==> src/rtl/down_timer.sv <==
// down_timer: loadable down-counting timer with prescaler, one-shot/auto-reload modes and a
// registered terminal-count pulse. Defining DOWN_TIMER_IRQ_EN adds a sticky irq with irq_clr.
module down_timer #(
   parameter int WIDTH     = 8,
   parameter int PRE_WIDTH = 4
) (
`ifdef DOWN_TIMER_IRQ_EN
   input  logic                 i_irq_clr,
   output logic                 o_irq,
`endif
   input  logic                 i_clk,
   input  logic                 i_rst,
   input  logic                 i_wen,
   input  logic [WIDTH-1:0]     i_dat,
   input  logic                 i_start,
   input  logic                 i_stop,
   input  logic                 i_cen,
   input  logic [PRE_WIDTH-1:0] i_pre,
   input  logic                 i_auto,
   output logic [WIDTH-1:0]     o_cnt,
   output logic                 o_busy,
   output logic                 o_expired
);

   // state | meaning
   // IDLE  | stopped; cnt holds its last value
   // RUN   | counting down one step per prescaler tick
   typedef enum logic {
      S_IDLE = 1'b0,
      S_RUN  = 1'b1
   } state_t;

   state_t               r_state;
   state_t               w_state_nxt;
   logic [WIDTH-1:0]     r_ld;
   logic [WIDTH-1:0]     r_cnt;
   logic [WIDTH-1:0]     w_cnt_nxt;
   logic [WIDTH-1:0]     w_load_val;
   logic [PRE_WIDTH-1:0] r_psc;
   logic [PRE_WIDTH-1:0] w_psc_nxt;
   logic                 r_expired;
   logic                 w_expired_nxt;
   logic                 w_tick;

   // A write in the same cycle as start takes effect immediately for the start.
   assign w_load_val = i_wen ? i_dat : r_ld;
   // >= rather than == so lowering pre mid-count never skips a tick.
   assign w_tick     = (r_state == S_RUN) && i_cen && (r_psc >= i_pre);

   always_ff @(posedge i_clk or posedge i_rst) begin
      if (i_rst) begin
         r_state   <= S_IDLE;
         r_ld      <= '0;
         r_cnt     <= '0;
         r_psc     <= '0;
         r_expired <= 1'b0;
      end else begin
         r_state   <= w_state_nxt;
         r_cnt     <= w_cnt_nxt;
         r_psc     <= w_psc_nxt;
         r_expired <= w_expired_nxt;
         if (i_wen) begin
            r_ld <= i_dat;
         end
      end
   end

   always_comb begin
      w_state_nxt   = r_state;
      w_cnt_nxt     = r_cnt;
      w_psc_nxt     = r_psc;
      w_expired_nxt = 1'b0;
      case (r_state)
         S_IDLE: begin
            if (i_stop) begin
               w_psc_nxt = '0;
            end else if (i_start) begin
               w_psc_nxt = '0;
               w_cnt_nxt = w_load_val;
               if (w_load_val != '0) begin
                  w_state_nxt = S_RUN;
               end else begin
                  w_expired_nxt = 1'b1;
               end
            end
         end
         S_RUN: begin
            if (i_stop) begin
               w_state_nxt = S_IDLE;
               w_psc_nxt   = '0;
            end else if (i_start) begin
               w_psc_nxt = '0;
               w_cnt_nxt = w_load_val;
               if (w_load_val == '0) begin
                  w_state_nxt   = S_IDLE;
                  w_expired_nxt = 1'b1;
               end
            end else if (w_tick) begin
               w_psc_nxt = '0;
               if (r_cnt > WIDTH'(1)) begin
                  w_cnt_nxt = r_cnt - WIDTH'(1);
               end else if (r_cnt == WIDTH'(1)) begin
                  w_expired_nxt = 1'b1;
                  if (i_auto && (r_ld != '0)) begin
                     w_cnt_nxt = r_ld;
                  end else begin
                     w_cnt_nxt   = '0;
                     w_state_nxt = S_IDLE;
                  end
               end
            end else if (i_cen) begin
               w_psc_nxt = r_psc + PRE_WIDTH'(1);
            end
         end
         default: begin
            w_state_nxt = S_IDLE;
         end
      endcase
   end

   assign o_cnt     = r_cnt;
   assign o_busy    = (r_state == S_RUN);
   assign o_expired = r_expired;

`ifdef DOWN_TIMER_IRQ_EN
   logic r_irq;
   logic w_irq_set;

   // Set is seen on the terminal edge and through the following pulse cycle, so a clear
   // overlapping either one loses to the set.
   assign w_irq_set = w_expired_nxt | r_expired;

   always_ff @(posedge i_clk or posedge i_rst) begin
      if (i_rst) begin
         r_irq <= 1'b0;
      end else if (w_irq_set) begin
         r_irq <= 1'b1;
      end else if (i_irq_clr) begin
         r_irq <= 1'b0;
      end
   end

   assign o_irq = r_irq;
`endif

endmodule

==> config.mk <==
export PLATFORM = sky130hd
export DESIGN_NAME = down_timer
export DESIGN_NICKNAME = d
export VERILOG_FILES = /design/src/rtl/down_timer.sv
export SDC_FILE = /design/constraint.sdc
export NUM_CORES = 1
export LEC_CHECK = 0
export CORE_MARGIN = 1
export CORE_UTILIZATION = 46
export DETAILED_ROUTE_END_ITERATION = 8
export PLACE_DENSITY = 0.88
export SLEW_MARGIN = 20
export SYNTH_ARGS = -nofsm -noshare
export SYNTH_HDL_FRONTEND = slang
export SYNTH_SLANG_ARGS = --single-unit
==> constraint.sdc <==
create_clock -name i_clk -period 2.6 [get_ports i_clk]
set_clock_uncertainty 0.1 [all_clocks]
set_input_delay 0.26 -clock i_clk [delete_from_list [all_inputs] [get_ports i_clk]]
set_output_delay 0.26 -clock i_clk [all_outputs]
set_load 0.02 [all_outputs]
Word level (Yosys, flattened, before mapping)
Cells that the tools add are included.
{"block": "classes", "n_addsub": 2, "n_lt_le_gt_ge": 2, "n_eq_ne": 8, "muxes": 38, "n_bitwise": 1, "n_reduce_logical": 8}
{"operator": "$mux W8", "count": 9}
{"operator": "$mux W4", "count": 6}
{"operator": "$mux W1", "count": 19}
{"operator": "$pmux W8 S2", "count": 1}
{"operator": "$reduce_bool A8 Y1", "count": 2}
{"operator": "$eq A8 B1 Y1 const B", "count": 1}
{"operator": "$gt A8 B1 Y1 const B", "count": 1}
{"operator": "$logic_not A8 Y1", "count": 1}
{"operator": "$pmux W4 S2", "count": 1}
{"operator": "$sub A8 B1 Y8 const B", "count": 1}
{"operator": "$ne A2 B2 Y1 const B", "count": 3}
{"operator": "$ne A5 B4 Y1 const B", "count": 1}
{"operator": "$reduce_and A5 Y1", "count": 1}
{"operator": "$add A4 B1 Y4 const B", "count": 1}
{"operator": "$ge A4 B4 Y1", "count": 1}
{"operator": "$ne A4 B2 Y1 const B", "count": 1}
{"operator": "$pmux W1 S2", "count": 2}
{"operator": "$logic_and A1 B1 Y1", "count": 3}
{"operator": "$ne A3 B2 Y1 const B", "count": 1}
{"operator": "$ne A3 B3 Y1 const B", "count": 1}
{"operator": "$reduce_and A2 Y1", "count": 1}
{"operator": "$not A1 Y1", "count": 1}
{"block": "word_totals", "register_bits": 22, "in_bits": 19, "output_inout_bits": 10, "elab_cells": 64}

Depth between registers and ports, before layout
{"block": "logic_depth", "depth_word": 9, "ltp_mapped": 7}

Worst setup path after synthesis
No wires, ideal clock.
{"block": "synth_timing", "path_type": "register to register", "from": "register r_psc[0]", "to": "register r_cnt[1], in the netlist o_cnt[1]", "setup_ns": 0.125, "t_arrival_ns": 2.145, "required_time_ns": 2.375, "slack_ns": 0.231, "path_stages_with_launch": 8, "n_path_buf": 0, "cell_sequence": "dfrtp_1 > inv_1 > ha_1 > nand2b_1 > a2111oi_0 > nor3_1 > o21ai_2 > mux2_2"}
{"block": "synth_via", "elab_chain_cells": 4}
{"item": "start, declared", "line_no": "39", "text": "logic [PRE_WIDTH-1:0] r_psc;"}
{"item": "start signal, assigned", "line_no": "60", "text": "r_psc <= w_psc_nxt;"}
{"item": "$ge A4 B4 Y1", "line_no": "48", "text": "assign w_tick = (r_state == S_RUN) && i_cen && (r_psc >= i_pre);"}
{"item": "$logic_and A1 B1 Y1", "line_no": "48"}
{"item": "$ne A3 B2 Y1 (no source line)"}
{"item": "$reduce_and A5 Y1 (no source line)"}
{"item": "end signal, assigned", "line_no": "59", "text": "r_cnt <= w_cnt_nxt;"}
{"item": "end, declared", "line_no": "36", "text": "logic [WIDTH-1:0] r_cnt;"}
No other way between the ends.
A chain may end at the register's enable or synchronous reset.

Worst setup path in the final report
{"block": "layout_timing", "from": "register r_psc[0]", "to": "register r_cnt[5], in the netlist o_cnt[5]"}
The elaborated chain is that of the path after synthesis.

==> results_dict.tcl <==
set metrics [dict create \
    setup_repair_after_global_routing_missed_its_margin "no" \
    synth-seq-area-share_pct 39.2 \
    timing_worst_slew_pin_value_ns 0.852 \
    setup.reg_to_reg.worst_slack_ns 0.21 \
    critical_path_class "reg2reg" \
    globalRouteOverflowTotal 0 \
    final_layout_size_suffix_gt1_share_pct 15.7 \
    async_reset_ff_share_pct 100 \
    post-route-min-period_ns 2.39 \
    router_iterations_before_antenna_repair 6 \
    netlist_top_cells_area "dfrtp_1 (39%), mux2_2 (12%), ha_1 (6.2%)" \
    die-width_um 57.3 \
    critical_path_arrival_ns 2.50 \
    num_rows 19 \
    worstSkewPairLatency_ns 0.31 \
    postSynthRegisterBits 22 \
    register_area_um2 551 \
    syn-mean-instance-area_um2 9.69 \
    layout.filler_cells 240 \
    synth.distinct_cells 41 \
    stdcell_area_um2 1800 \
    drt_iter0_drc 79 \
    numCtsBuffers 3 \
    routed_wire_length_per_instance_um 16.9 \
    finalHoldViolations 0 \
    run_status "finished with violations" \
    num_antenna_cells 0 \
    number_of_slew_limit_violations_in_the_final_report 0 \
    synth.top_cell.area_share_pct 39.2 \
    place_congestion 0.948 \
    antenna_found_initial 0 \
    postSynthCellCount 145 \
    cts_tree "yes" \
    final_setup_violation_count 0 \
    post-route-drc-count 4 \
    yosys.area.top_type "dfrtp_1" \
    io_buffers 28 \
    num_vias 1306 \
    power_density_nw_per_um2 564 \
    cts_resized 0 \
    wl_met1_um 1460 \
    dr_wl_met2_um 1770 \
    detailed_place.area_um2 1760 \
    hold_slack_ns 0.306 \
    synthesis.nets 171 \
    globalRouteTotalUtil_pct 23.3 \
    wire_length_of_the_first_global_routing_pass_um 5820 \
    h-tree-depth 1 \
    final_min_period_over_clock_period_pct 92.1 \
    route.detailed.vias_per_inst 6.25 \
    cts_sinks 22 \
    total_routed_wirelength_um 3520 \
    grt_pass1_vias 1311 \
    p_leak_nw 0.790 \
    routed-wl-met3_um 205 \
    min_path_type "in2async" \
    synthFlopType "dfrtp_1" \
    detailedPlacementHpwl_um 2760 \
    setup_crit_start_kind "register" \
    cts.reportedPaths.clkPinSlew_ns 0.12 \
    floorplan.io_pins 29 \
    netlist_area_um2 1410 \
    worst-endpoint-required_ns 2.71 \
    cts.root.buffer_cell "clkbuf_4" \
    finalNetCount 205 \
    maxClockFrequency_mhz 418 \
    drv.max_cap_violation_count 0 \
    die-area_um2 3280 \
    power.total_mw 1.02 \
    timing.max_slew.rel_slack_pct 43.1 \
    cts.hold.buffers_added 0 \
    cts_setup_buffers 0 \
    synth-edff-count 0 \
    yosysWarningCount 0 \
    crit_path_end_kind "register" \
    critical_path_peak_fanout 8 \
    power.ir.vdd_worst_uv 439 \
    stdcell_count 209 \
    multi_input_gate_area_in_the_final_layout_um2 791 \
    max_layer_used "met4" \
    drt.antenna.violating_nets 0 \
    failing_checks "DRC" \
    area.growth.synth_to_final_pct 28.1 \
    max-clock-path-buffers 2 \
    core-area_um2 2830 \
    initial_core_util_pct 49.7 \
    total_placed_cells_including_tap_cells 205 \
    grt_start_max_net_pins 23 \
    die_y_um 57.3 \
]
## cells in the mapped netlist (all sizes together) (2+ instances only)
library cell	number
xnor2	2
ha	7
clkbuf	3
a41o	2
mux2i	3
nand2	13
nand4	3
buf	3
or4b	2
xor2	2
nand4b	2
a21oi	4
a211oi	2
a31oi	3
o21ai	7
dfrtp	22
o211ai	3
nor2	8
inv	10
nand3	3
nand2b	2
mux2	15
nor4	5
nor3	4
## report_power, final
part | switching, mW | leakage [nW] | total, mW | internal (mW)
clock network | 0.105 | 0.0210 | 0.191 | 0.0855
logic | 0.178 | 0.499 | 0.373 | 0.195
registers | 0.0646 | 0.270 | 0.452 | 0.387
## sequential cells by signal, summed over array words and instances (netlist names)
register and count:
o_busy 1, o_expired 1, r_psc 4, r_ld 8, o_cnt 8
## path summary, 6_finish.rpt
kind                                        end                  from  cells after the start
hold reg to reg            r_psc[3]$_DFFE_PP0P_  r_psc[3]$_DFFE_PP0P_                      2
setup / recovery           o_cnt[5]$_DFFE_PP0P_  r_psc[0]$_DFFE_PP0P_                      9
setup reg to reg           o_cnt[5]$_DFFE_PP0P_  r_psc[0]$_DFFE_PP0P_                      9
hold / removal                r_ld[1]$_DFF_PP0_                 i_rst                      2
min in group i_clk         r_psc[3]$_DFFE_PP0P_  r_psc[3]$_DFFE_PP0P_                      2
max in group asynchronous  o_cnt[6]$_DFFE_PP0P_                 i_rst                      2
## logic make-up after synthesis
| group | synth area share, % |
|---|---|
| compound gates | 14.9 |
| xor+xnor | 2.49 |
| fa+ha+maj | 6.23 |
| buf+inv | 4.54 |
| flops | 39.2 |
| mux | 14.2 |
| simple gates | 18.5 |
## cells in the final DEF (no fill, tap or decap), types with 3 or more instances in the layout
cell | netlist | layout
nor2_1 | 8 | 8
a21oi_1 | 4 | 4
o21ai_0 | 6 | 6
nand4_1 | 3 | 3
nand3_1 | 3 | 3
clkdlybuf4s50_1 | 0 | 28
clkbuf_4 | 0 | 3
ha_1 | 7 | 7
nor3_1 | 4 | 4
o211ai_1 | 3 | 3
nand2_1 | 13 | 13
nor4_1 | 5 | 5
buf_4 | 0 | 6
mux2_2 | 15 | 15
dfrtp_1 | 22 | 22
a31oi_1 | 3 | 3
inv_1 | 10 | 10
mux2i_1 | 3 | 3
## final cells by class
class,count,share of cell area (%)
timing repair buffer,35,19.2
tap,31,2.16
clock buffer,4,2.02
inverter,10,2.09
sequential,22,30.6
multi-input combinational,107,43.9
## per-layer routing
metal  vias up  track usage (%)
li1        607                -
met4         0             9.41
met1       638             29.5
met3        11             2.95
met2        50             40.3
met5         -                0
## worst max-delay path: stages, from the launching register on
cell	delay [ns]
dfrtp_1	0.44
inv_1	0.07
ha_1	0.28
nand2b_1	0.14
a2111oi_0	0.38
buf_4	0.18
nor3_1	0.06
o21ai_2	0.17
buf_12	0.15
mux2_2	0.33
## stage by stage
step                      util, %  worst slack [ns]  TNS, ns
after floorplan                 -             0.231        0
after global placement       62.3            0.0282        0
after detailed placement     62.3           -0.0373   -0.199
after CTS                    63.6             0.206        0
after global routing         63.6             0.129        0
final                        63.6             0.205        0
Power figures use the tool's default switching activity.
